File: config.mk
export PLATFORM = sky130hd
export DESIGN_NAME = genit_stim_flat
export DESIGN_NICKNAME = d
export VERILOG_FILES = /design/src/rtl/genit_stim_if.sv /design/src/rtl/genit_stim.sv /design/src/flat_wrapper.sv
export SDC_FILE = /design/constraint.sdc
export NUM_CORES = 1
export LEC_CHECK = 0
export BUFFER_PORTS_ARGS = -buffer_cell sky130_fd_sc_hd__buf_4
export CAP_MARGIN = 10
export CORE_ASPECT_RATIO = 0.6
export CORE_UTILIZATION = 50
export CTS_CLUSTER_DIAMETER = 50
export DETAILED_ROUTE_END_ITERATION = 10
export HOLD_SLACK_MARGIN = 0.12
export PLACE_DENSITY = 0.69
export RECOVER_POWER = 25
export SLEW_MARGIN = 5
export SYNTH_ARGS = -nofsm -noshare
export SYNTH_HDL_FRONTEND = slang
export SYNTH_SLANG_ARGS = --single-unit
export TNS_END_PERCENT = 20
File: constraint.sdc
create_clock -name clk -period 2.45 [get_ports clk]
set_input_delay 0.735 -clock clk [delete_from_list [all_inputs] [get_ports clk]]
set_output_delay 0.735 -clock clk [all_outputs]
set_load 0.02 [all_outputs]
File: src/rtl/genit_stim_if.sv
// ---------------------------------------------------------------------------
// genit_stim_if
//
// Bundles the stimulus/check signals exchanged between genit_stim and the
// generate-loop regression harness it exercises. Clock and reset are not part
// of the bundle; they stay plain ports on the modules.
//
// Signals:
//   start            run request (one-cycle pulse) into genit_stim
//   result           harness output under check, into genit_stim
//   value            registered stimulus bit towards the harness
//   busy             high while a run is in WARMUP or RUN
//   done             high once a run has finished, until the next start
//   pass             done with zero mismatches
//   err_count        saturating mismatch count of the current/last run
//   first_err_cycle  RUN index of the first mismatch, 16'hFFFF if none
//
// Modports:
//   master  the genit_stim side (drives value and the status outputs)
//   slave   the harness / controller side
// ---------------------------------------------------------------------------
interface genit_stim_if #(
    parameter int ERR_W = 8
);
    logic             start;
    logic             result;
    logic             value;
    logic             busy;
    logic             done;
    logic             pass;
    logic [ERR_W-1:0] err_count;
    logic [15:0]      first_err_cycle;

    modport master (
        input  start,
        input  result,
        output value,
        output busy,
        output done,
        output pass,
        output err_count,
        output first_err_cycle
    );

    modport slave (
        output start,
        output result,
        input  value,
        input  busy,
        input  done,
        input  pass,
        input  err_count,
        input  first_err_cycle
    );
endinterface

File: src/rtl/genit_stim.sv
// ---------------------------------------------------------------------------
// genit_stim
//
// Stimulus-and-check driver for the generate-loop regression harness.
// Drives a seeded 16-bit Fibonacci LFSR bit stream onto `value`, keeps a
// LATENCY-deep copy of what it drove, and compares the harness `result`
// against that delayed copy for NUM_CYCLES cycles. Reports a saturating
// mismatch count, the RUN index of the first mismatch and a pass verdict.
//
// Parameters:
//   LATENCY     cycles from value to the matching result (1..8)
//   NUM_CYCLES  compared cycles per run (1..65535)
//   SEED        LFSR load value (nonzero)
//   ERR_W       width of the mismatch counter
//
// Ports:
//   clk    sole clock, rising edge
//   rst_n  asynchronous active-low reset
//   bus    genit_stim_if master modport (start/result in, status out)
//
// Timing model: the FSM state leads the visible outputs by one cycle.
// value/busy/done and the compare enable are all registered from the state,
// so `busy` and the first stimulus bit appear one edge after `start` is
// taken, and `done` appears one cycle after the last compare.
// ---------------------------------------------------------------------------
module genit_stim #(
    parameter int          LATENCY    = 1,
    parameter int          NUM_CYCLES = 100,
    parameter logic [15:0] SEED       = 16'hACE1,
    parameter int          ERR_W      = 8
) (
    input  logic         clk,
    input  logic         rst_n,
    genit_stim_if.master bus
);

    localparam logic [1:0] ST_IDLE   = 2'd0;
    localparam logic [1:0] ST_WARMUP = 2'd1;
    localparam logic [1:0] ST_RUN    = 2'd2;
    localparam logic [1:0] ST_DONE   = 2'd3;

    localparam logic [15:0]      WARM_LAST = 16'(LATENCY - 1);
    localparam logic [15:0]      RUN_LAST  = 16'(NUM_CYCLES - 1);
    localparam logic [15:0]      NO_ERR    = 16'hFFFF;
    localparam logic [ERR_W-1:0] ERR_MAX   = '1;
    localparam logic [ERR_W-1:0] ERR_ONE   = ERR_W'(1);

    // -----------------------------------------------------------------------
    // State
    // -----------------------------------------------------------------------
    logic [1:0]         state_q,     state_d;
    logic [15:0]        phase_q,     phase_d;
    logic [15:0]        lfsr_q,      lfsr_d;
    logic               value_q,     value_d;
    logic               busy_q,      busy_d;
    logic               done_q,      done_d;
    logic               cmp_en_q,    cmp_en_d;
    logic [15:0]        cmp_idx_q,   cmp_idx_d;
    logic [ERR_W-1:0]   err_q,       err_d;
    logic [15:0]        first_err_q, first_err_d;
    logic [LATENCY-1:0] pipe_q,      pipe_d;

    logic state_busy;
    logic start_ok;
    logic lfsr_fb;
    logic mismatch;

    assign state_busy = (state_q == ST_WARMUP) || (state_q == ST_RUN);

    // The FSM enters DONE one cycle before the last compare becomes visible,
    // so busy_q is still high then; blocking start on busy_q makes a start
    // that coincides with the final RUN cycle a no-op.
    assign start_ok = bus.start && !busy_q &&
                      ((state_q == ST_IDLE) || (state_q == ST_DONE));

    // x^16 + x^14 + x^13 + x^11 + 1, shifting towards the MSB.
    assign lfsr_fb = lfsr_q[15] ^ lfsr_q[13] ^ lfsr_q[12] ^ lfsr_q[10];

    assign mismatch = cmp_en_q && (bus.result != pipe_q[LATENCY-1]);

    // -----------------------------------------------------------------------
    // Sequencing FSM
    // -----------------------------------------------------------------------
    always_comb begin
        state_d = state_q;
        phase_d = phase_q;
        case (state_q)
            ST_IDLE, ST_DONE: begin
                if (start_ok) begin
                    state_d = ST_WARMUP;
                    phase_d = 16'd0;
                end
            end
            ST_WARMUP: begin
                if (phase_q == WARM_LAST) begin
                    state_d = ST_RUN;
                    phase_d = 16'd0;
                end else begin
                    phase_d = phase_q + 16'd1;
                end
            end
            ST_RUN: begin
                if (phase_q == RUN_LAST) begin
                    state_d = ST_DONE;
                end else begin
                    phase_d = phase_q + 16'd1;
                end
            end
            default: begin
                state_d = ST_IDLE;
                phase_d = 16'd0;
            end
        endcase
    end

    // -----------------------------------------------------------------------
    // Stimulus generator and registered status outputs
    // -----------------------------------------------------------------------
    always_comb begin
        lfsr_d = lfsr_q;
        if (start_ok) begin
            lfsr_d = SEED;
        end else if (state_busy) begin
            lfsr_d = {lfsr_q[14:0], lfsr_fb};
        end
    end

    always_comb begin
        value_d   = state_busy ? lfsr_q[15] : 1'b0;
        busy_d    = state_busy;
        done_d    = (state_q == ST_DONE) && !start_ok;
        // Compare enable and RUN index trail the FSM by one cycle so that
        // they line up with the registered stimulus.
        cmp_en_d  = (state_q == ST_RUN);
        cmp_idx_d = phase_q;
    end

    // -----------------------------------------------------------------------
    // Expected pipe: one flop per cycle of harness latency. Shifts only while
    // the stimulus is live so the tail always holds value from LATENCY busy
    // cycles ago.
    // -----------------------------------------------------------------------
    genvar gi;
    generate
        for (gi = 0; gi < LATENCY; gi++) begin : g_pipe
            if (gi == 0) begin : g_head
                assign pipe_d[gi] = start_ok ? 1'b0 :
                                    busy_q   ? value_q :
                                               pipe_q[gi];
            end else begin : g_body
                assign pipe_d[gi] = start_ok ? 1'b0 :
                                    busy_q   ? pipe_q[gi-1] :
                                               pipe_q[gi];
            end
        end
    endgenerate

    // -----------------------------------------------------------------------
    // Checker: saturating error count and first failing RUN index
    // -----------------------------------------------------------------------
    always_comb begin
        err_d       = err_q;
        first_err_d = first_err_q;
        if (start_ok) begin
            err_d       = '0;
            first_err_d = NO_ERR;
        end else if (mismatch) begin
            if (err_q != ERR_MAX) begin
                err_d = err_q + ERR_ONE;
            end
            if (first_err_q == NO_ERR) begin
                first_err_d = cmp_idx_q;
            end
        end
    end

    // -----------------------------------------------------------------------
    // Registers
    // -----------------------------------------------------------------------
    always_ff @(posedge clk or negedge rst_n) begin
        if (!rst_n) begin
            state_q     <= ST_IDLE;
            phase_q     <= 16'd0;
            lfsr_q      <= SEED;
            value_q     <= 1'b0;
            busy_q      <= 1'b0;
            done_q      <= 1'b0;
            cmp_en_q    <= 1'b0;
            cmp_idx_q   <= 16'd0;
            err_q       <= '0;
            first_err_q <= NO_ERR;
            pipe_q      <= '0;
        end else begin
            state_q     <= state_d;
            phase_q     <= phase_d;
            lfsr_q      <= lfsr_d;
            value_q     <= value_d;
            busy_q      <= busy_d;
            done_q      <= done_d;
            cmp_en_q    <= cmp_en_d;
            cmp_idx_q   <= cmp_idx_d;
            err_q       <= err_d;
            first_err_q <= first_err_d;
            pipe_q      <= pipe_d;
        end
    end

    // -----------------------------------------------------------------------
    // Outputs
    // -----------------------------------------------------------------------
    assign bus.value           = value_q;
    assign bus.busy            = busy_q;
    assign bus.done            = done_q;
    assign bus.pass            = done_q && (err_q == '0);
    assign bus.err_count       = err_q;
    assign bus.first_err_cycle = first_err_q;

endmodule

File: src/flat_wrapper.sv
// flat-port wrapper written by rule: the top's interface ports become plain ports
module genit_stim_flat 
#(
    parameter int          LATENCY    = 1,
    parameter int          NUM_CYCLES = 100,
    parameter logic [15:0] SEED       = 16'hACE1,
    parameter int          ERR_W      = 8
)
  (clk, rst_n, bus_start, bus_result, bus_value, bus_busy, bus_done, bus_pass, bus_err_count, bus_first_err_cycle);
  genit_stim_if #(.ERR_W(ERR_W)) bus_i ();
  input  logic clk;
  input  logic rst_n;
  input wire logic [$bits(bus_i.start)-1:0] bus_start;
  input wire logic [$bits(bus_i.result)-1:0] bus_result;
  output wire logic [$bits(bus_i.value)-1:0] bus_value;
  output wire logic [$bits(bus_i.busy)-1:0] bus_busy;
  output wire logic [$bits(bus_i.done)-1:0] bus_done;
  output wire logic [$bits(bus_i.pass)-1:0] bus_pass;
  output wire logic [$bits(bus_i.err_count)-1:0] bus_err_count;
  output wire logic [$bits(bus_i.first_err_cycle)-1:0] bus_first_err_cycle;
  assign bus_i.start = bus_start;
  assign bus_i.result = bus_result;
  assign bus_value = bus_i.value;
  assign bus_busy = bus_i.busy;
  assign bus_done = bus_i.done;
  assign bus_pass = bus_i.pass;
  assign bus_err_count = bus_i.err_count;
  assign bus_first_err_cycle = bus_i.first_err_cycle;
  genit_stim #(.LATENCY(LATENCY), .NUM_CYCLES(NUM_CYCLES), .SEED(SEED), .ERR_W(ERR_W)) u_core (.clk(clk), .rst_n(rst_n), .bus(bus_i));
endmodule
== Word-level counts from Yosys, hierarchy flattened ==
Cells that the tools add are included.
W data, S select, Z words.

* Register bits: 79
* Input port bits: 4

* Add/sub/neg operators: 2
* Equality and inequality tests: 11
* Mux-type cells: 19
* Bitwise operators: 3
* Reductions and logical operators: 22

{| class="wikitable"
|+ Operators by type and width
! cell !! count
|-
| $mux W16 || 8
|-
| $pmux W16 S3 || 1
|-
| $mux W8 || 3
|-
| $add A16 B1 Y16 const B || 1
|-
| $eq A16 B16 Y1 const B || 1
|-
| $eq A16 B7 Y1 const B || 1
|-
| $logic_not A16 Y1 || 1
|-
| $reduce_bool A2 Y1 || 5
|-
| $add A8 B1 Y8 const B || 1
|-
| $logic_not A8 Y1 || 1
|-
| $ne A8 B8 Y1 const B || 1
|-
| $mux W2 || 3
|-
| $ne A2 B2 Y1 const B || 3
|-
| $pmux W2 S3 || 1
|-
| $reduce_and A2 Y1 || 3
|-
| $logic_and A1 B1 Y1 || 5
|-
| $eq A2 B2 Y1 const B || 2
|-
| $mux W1 || 3
|-
| $reduce_and A3 Y1 || 1
|-
| $xor A1 B1 Y1 || 3
|-
| $eq A2 B1 Y1 const B || 1
|-
| $logic_not A1 Y1 || 2
|-
| $logic_not A2 Y1 || 1
|-
| $logic_or A1 B1 Y1 || 2
|-
| 3 further kinds || 3
|}

== Logic depth before layout (Yosys ltp) ==
* Depth after elaboration: 5
* Gate-level depth with buffers: 9

== Worst setup path after synthesis ==
No wires, ideal clock.

* Path type: reg-to-reg
* From: register u_core.state_q[0]
* To: register u_core.err_q[5] (netlist: u_core.bus.err_count[5])
* Data arrival time: 1.730 ns
* Path slack: 0.587 ns
* Cell stages (with the launch flop): 10
* Buffers on the path: 2
* Path through: dfrtp_1 inv_1 ha_1 buf_2 inv_2 or2_1 clkbuf_1 a211oi_1 xnor2_1 nor2_1

* Longest elaborated chain between the ends: 5
* Elaborated cells on any way between the ends: 8
* Those cells by class: eq/ne: 1; mux: 1; reduce/logical: 6

{| class="wikitable"
|+ RTL lines
! element !! RTL line !! source
|-
| start, declared || genit_stim.sv:51 || <nowiki>logic [1:0] state_q, state_d;</nowiki>
|-
| start signal, assigned || genit_stim.sv:194 || <nowiki>state_q <= state_d;</nowiki>
|-
| $eq A2 B2 Y1 / $logic_not A2 Y1 (equally long branches) || genit_stim.sv:74 || <nowiki>((state_q == ST_IDLE) || (state_q == ST_DONE));</nowiki>
|-
| $logic_or A1 B1 Y1 * || genit_stim.sv:74 ||
|-
| $logic_and A1 B1 Y1 * || genit_stim.sv:73 || <nowiki>assign start_ok = bus.start && !busy_q &&</nowiki>
|-
| $reduce_bool A2 Y1 (no line) || n/a ||
|-
| $reduce_and A2 Y1 (no line) || n/a ||
|-
| end signal, assigned || genit_stim.sv:202 || <nowiki>err_q <= err_d;</nowiki>
|-
| end, declared || genit_stim.sv:59 || <nowiki>logic [ERR_W-1:0] err_q, err_d;</nowiki>
|}

Every way passes the cells marked *; elsewhere a longest branch is shown, timed or not.
A chain may end at the register's enable or synchronous reset.

== Final worst setup path ==
* From: register u_core.err_q[2] (netlist: u_core.bus.err_count[2])
* To: output bus_pass

* Longest elaborated chain between the ends: 2

{| class="wikitable"
|+ RTL lines
! element !! RTL line !! source
|-
| $logic_not A8 Y1 || genit_stim.sv:214 || <nowiki>assign bus.pass = done_q && (err_q == '0);</nowiki>
|-
| $logic_and A1 B1 Y1 || genit_stim.sv:214 ||
|-
| end, declared || flat_wrapper.sv:18 || <nowiki>output wire logic [$bits(bus_i.pass)-1:0] bus_pass;</nowiki>
|}

No other way between the ends.

==> impl_metrics.toml <==
[pwr]
combPwrFrac_pct = 4.5
pwr-share-clk_pct = 39.2
ir_drop_uv = 335
p_leak_nw = 1.69
powerDensity_nw_per_um2 = 620
swShare_pct = 22.0
cellInternalPower_mw = 1.88
seqPwrFrac_pct = 56.3
power_switching_mw = 0.531

[layout]
fin_nets = 363
syn_to_final_growth_pct = 16.1
finalNonFillerCells = 440
fillers = 527
seq_area_um2 = 2010
multi_input_area_um2 = 1210
utilization_pct = 61.9
drive_gt1_share_pct = 23.3
antenna_cells = 0

[worst_setup_path]
crit_slowest_cell = "dfrtp_1"
critPathLaunch = "u_core.bus.err_count[2]"
required_ps = 1710
crit_arrival_ps = 1550
worstReg2RegEnd = "u_core.cmp_idx_d[0]"
r2r-start = "u_core.cmp_idx_d[0]"
cpPeakStageDelay_ps = 480
crit_fanout = 7
worstRegToRegCells = 7
critPathCaptureType = "output pin"
startpoint_type = "register"
crit_family = "simple AND/OR/NAND/NOR gates"
reg2reg_slack_ps = 210
path_cells = "nor4b_1 -> and4b_1 -> buf_4"
critPathBufInv = 1
crit_type = "register to output pin"

[die]
ios = 32
core-area_um2 = 6280
dieHeight_um = 65.4
die-area_um2 = 7040
num_rows = 22
initial_utilization_pct = 53.3
fp.dieW_um = 108

[sta]
fin_tns_setup_ps = 0
worst_slack_ps = 161
slew_headroom_pct = 41.5
finalMaxSlewViolations = 0
finalHoldViolCount = 0
worst_pin_slew_ps = 878
setup_violations = 0
rsz0062_at_grt = "false"
finalHoldWorstSlack_ps = 444
skew_ps = 16.1
max_freq_mhz = 437
period_needed_ps = 2290
finalCritPeriodShare_pct = 93.4

[synth]
synth_top_family_by_area = "simple AND/OR/NAND/NOR gates"
syn-instance-count = 310
yosys.area.top_type = "dfrtp_1"
synth_mux_area_share_pct = 0.598
synth_edf_count = 0
ys_warn_count = 0
synth_cell_types = 48
syn_area_um2 = 3350
synthAdderAreaFrac_pct = 2.99
yosysMostFrequentCell = "dfrtp_1"
synth_area_leaders = "dfrtp_1 (41%), dfstp_2 (19%), o21ai_0 (4.2%), nand2_1 (3.6%), ha_1 (3.0%)"
synth_top_cell_area_share_pct = 41.1
synthXorXnorAreaFrac_pct = 3.14
synth_nets = 322
ys_top_cells_by_count = "dfrtp_1 (55), nand2_1 (32), o21ai_0 (28)"
syn_area_per_cell_um2 = 10.8
ys.flop_type = "dfrtp_1"
ys_seq_elements = 79
yosys.area_share.simple_pct = 15.0
synth_seq_area_share_pct = 59.9
synthArstFlopShare_pct = 100
synth_compound_gate_area_share_pct = 14.5

[run]
drv_cap = 0

[route]
drc = 0
drt_iter0_markers = 246
route.detailed.vias_per_inst = 5.59
wl_per_cell_um = 15.6
wl_mm = 6.85
dr.pass1.iters = 4
dr_total_vias = 2458
antenna_left = 0

[clocking]
cts_resized = 0
cts_inserted_buffers = 9
clk_pin_slew_ps = 70
h-tree-depth = 3
post_cts_buffers = 0
clock_path_buffers = 2
cts.sinks = 79
insertion_delay_ps = 340
cts_tree = "done"
clk_root_buffer_cell = "clkbuf_8"
ctsHoldBuffers = 0

[global_route]
antenna_found_initial = 0
grt-ovfl-total = 0
grt_pass1_vias = 2329
grt_start_max_net_pins = 63
grt_pass1_wl_mm = 11.6
grt_util_all_layers_pct = 21.9

[placed_design]
gp_congestion = 0.904
io_buffers = 31
hpwl_mm = 4.97
pre_cts_ws_ps = 257
dp_cells = 424

[hold_path]
hold_depth = 0
min_path_type = "register to register"
min_to = "u_core.cmp_idx_q[1]"
hold_start = "u_core.cmp_idx_d[1]"

[outcome]
status = "finished, final reports clean"
-- cell families (layout without fill, tap and decap cells) --
kind of cell    Yosys count  in the layout
compound gates           80             80
xor+xnor                 12             12
fa+ha+maj                 8              8
buf+inv                  31             77
flops                    79             79
mux                       2              2
simple gates             98             98
-- placed cells by master (no fill, tap or decap), types with 8 or more instances in the layout --
| cell | instances |
|---|---|
| ha_1 | 8 |
| o21ai_0 | 28 |
| a21oi_1 | 14 |
| dfrtp_1 | 55 |
| dfstp_2 | 24 |
| nand3_1 | 11 |
| nand4_1 | 9 |
| xnor2_1 | 8 |
| nor2_1 | 18 |
| clkbuf_8 | 10 |
| inv_1 | 20 |
| buf_4 | 34 |
| nand2_1 | 32 |
-- power by group through the flow --
stage,logic (mW),registers (mW),clock network [mW]
6_report,0.108,1.36,0.946
5_1_grt,0.122,1.36,1.03
4_1_cts,0.115,1.36,0.972
3_5_place_dp,0.115,1.38,0
3_3_place_gp,0.114,1.38,0
2_1_floorplan,0.0217,1.40,0
-- sequential cells by signal, indices dropped and copies added (netlist names) --
signal,count
u_core.bus.value,1
u_core.pipe_q,1
u_core.cmp_idx_q,16
u_core.bus.busy,1
u_core.cmp_en_q,1
u_core.state_q,2
u_core.bus.done,1
u_core.bus.first_err_cycle,16
u_core.lfsr_q,16
u_core.cmp_idx_d,16
u_core.bus.err_count,8
-- routing by layer --
layer	vias to the layer above	wire length [um]	global-route usage [%]
met1	1205	3550	33.7
li1	1168	-	-
met3	4	411	5.46
met2	81	2850	30.8
met4	0	33	4.79
met5	-	0	0
-- through the flow --
stage	power, mW	instance area (um^2)
finish	2.41	3890
global route	2.51	3890
CTS	2.44	3910
detailed placement	1.49	3710
global placement	1.49	3710
floorplan	1.42	3350
-- worst reg2reg max path, cell delays in order, from the launching register on --
cell     delay [ps]
dfrtp_1         450
inv_1            70
ha_1            190
nor3b_1         130
and4_4          220
a21oi_2         600
o21ai_1         290
o21ai_0         220
-- how the worst max path moves through the flow --
stage,to,slack [ps],cells past startpoint
final,bus_pass,160,3
after global routing,u_core.cmp_idx_d[14],40,7
after CTS,bus_pass,130,3
after detailed placement,u_core.cmp_idx_d[0],260,7
after global placement,u_core.cmp_idx_d[1],330,7
after floorplan,u_core.bus.err_count[5],590,9
-- area by class of cell --
| class | count | share of cell area, % |
|---|---|---|
| flip-flops and latches | 79 | 51.6 |
| inverters | 22 | 2.12 |
| clock inverters | 4 | 1.45 |
| clock buffers | 12 | 3.73 |
| multi-input cells | 200 | 31.2 |
| repair buffers | 39 | 7.15 |
| well taps | 84 | 2.70 |
No activity file was read; power rests on OpenSTA's default activity.
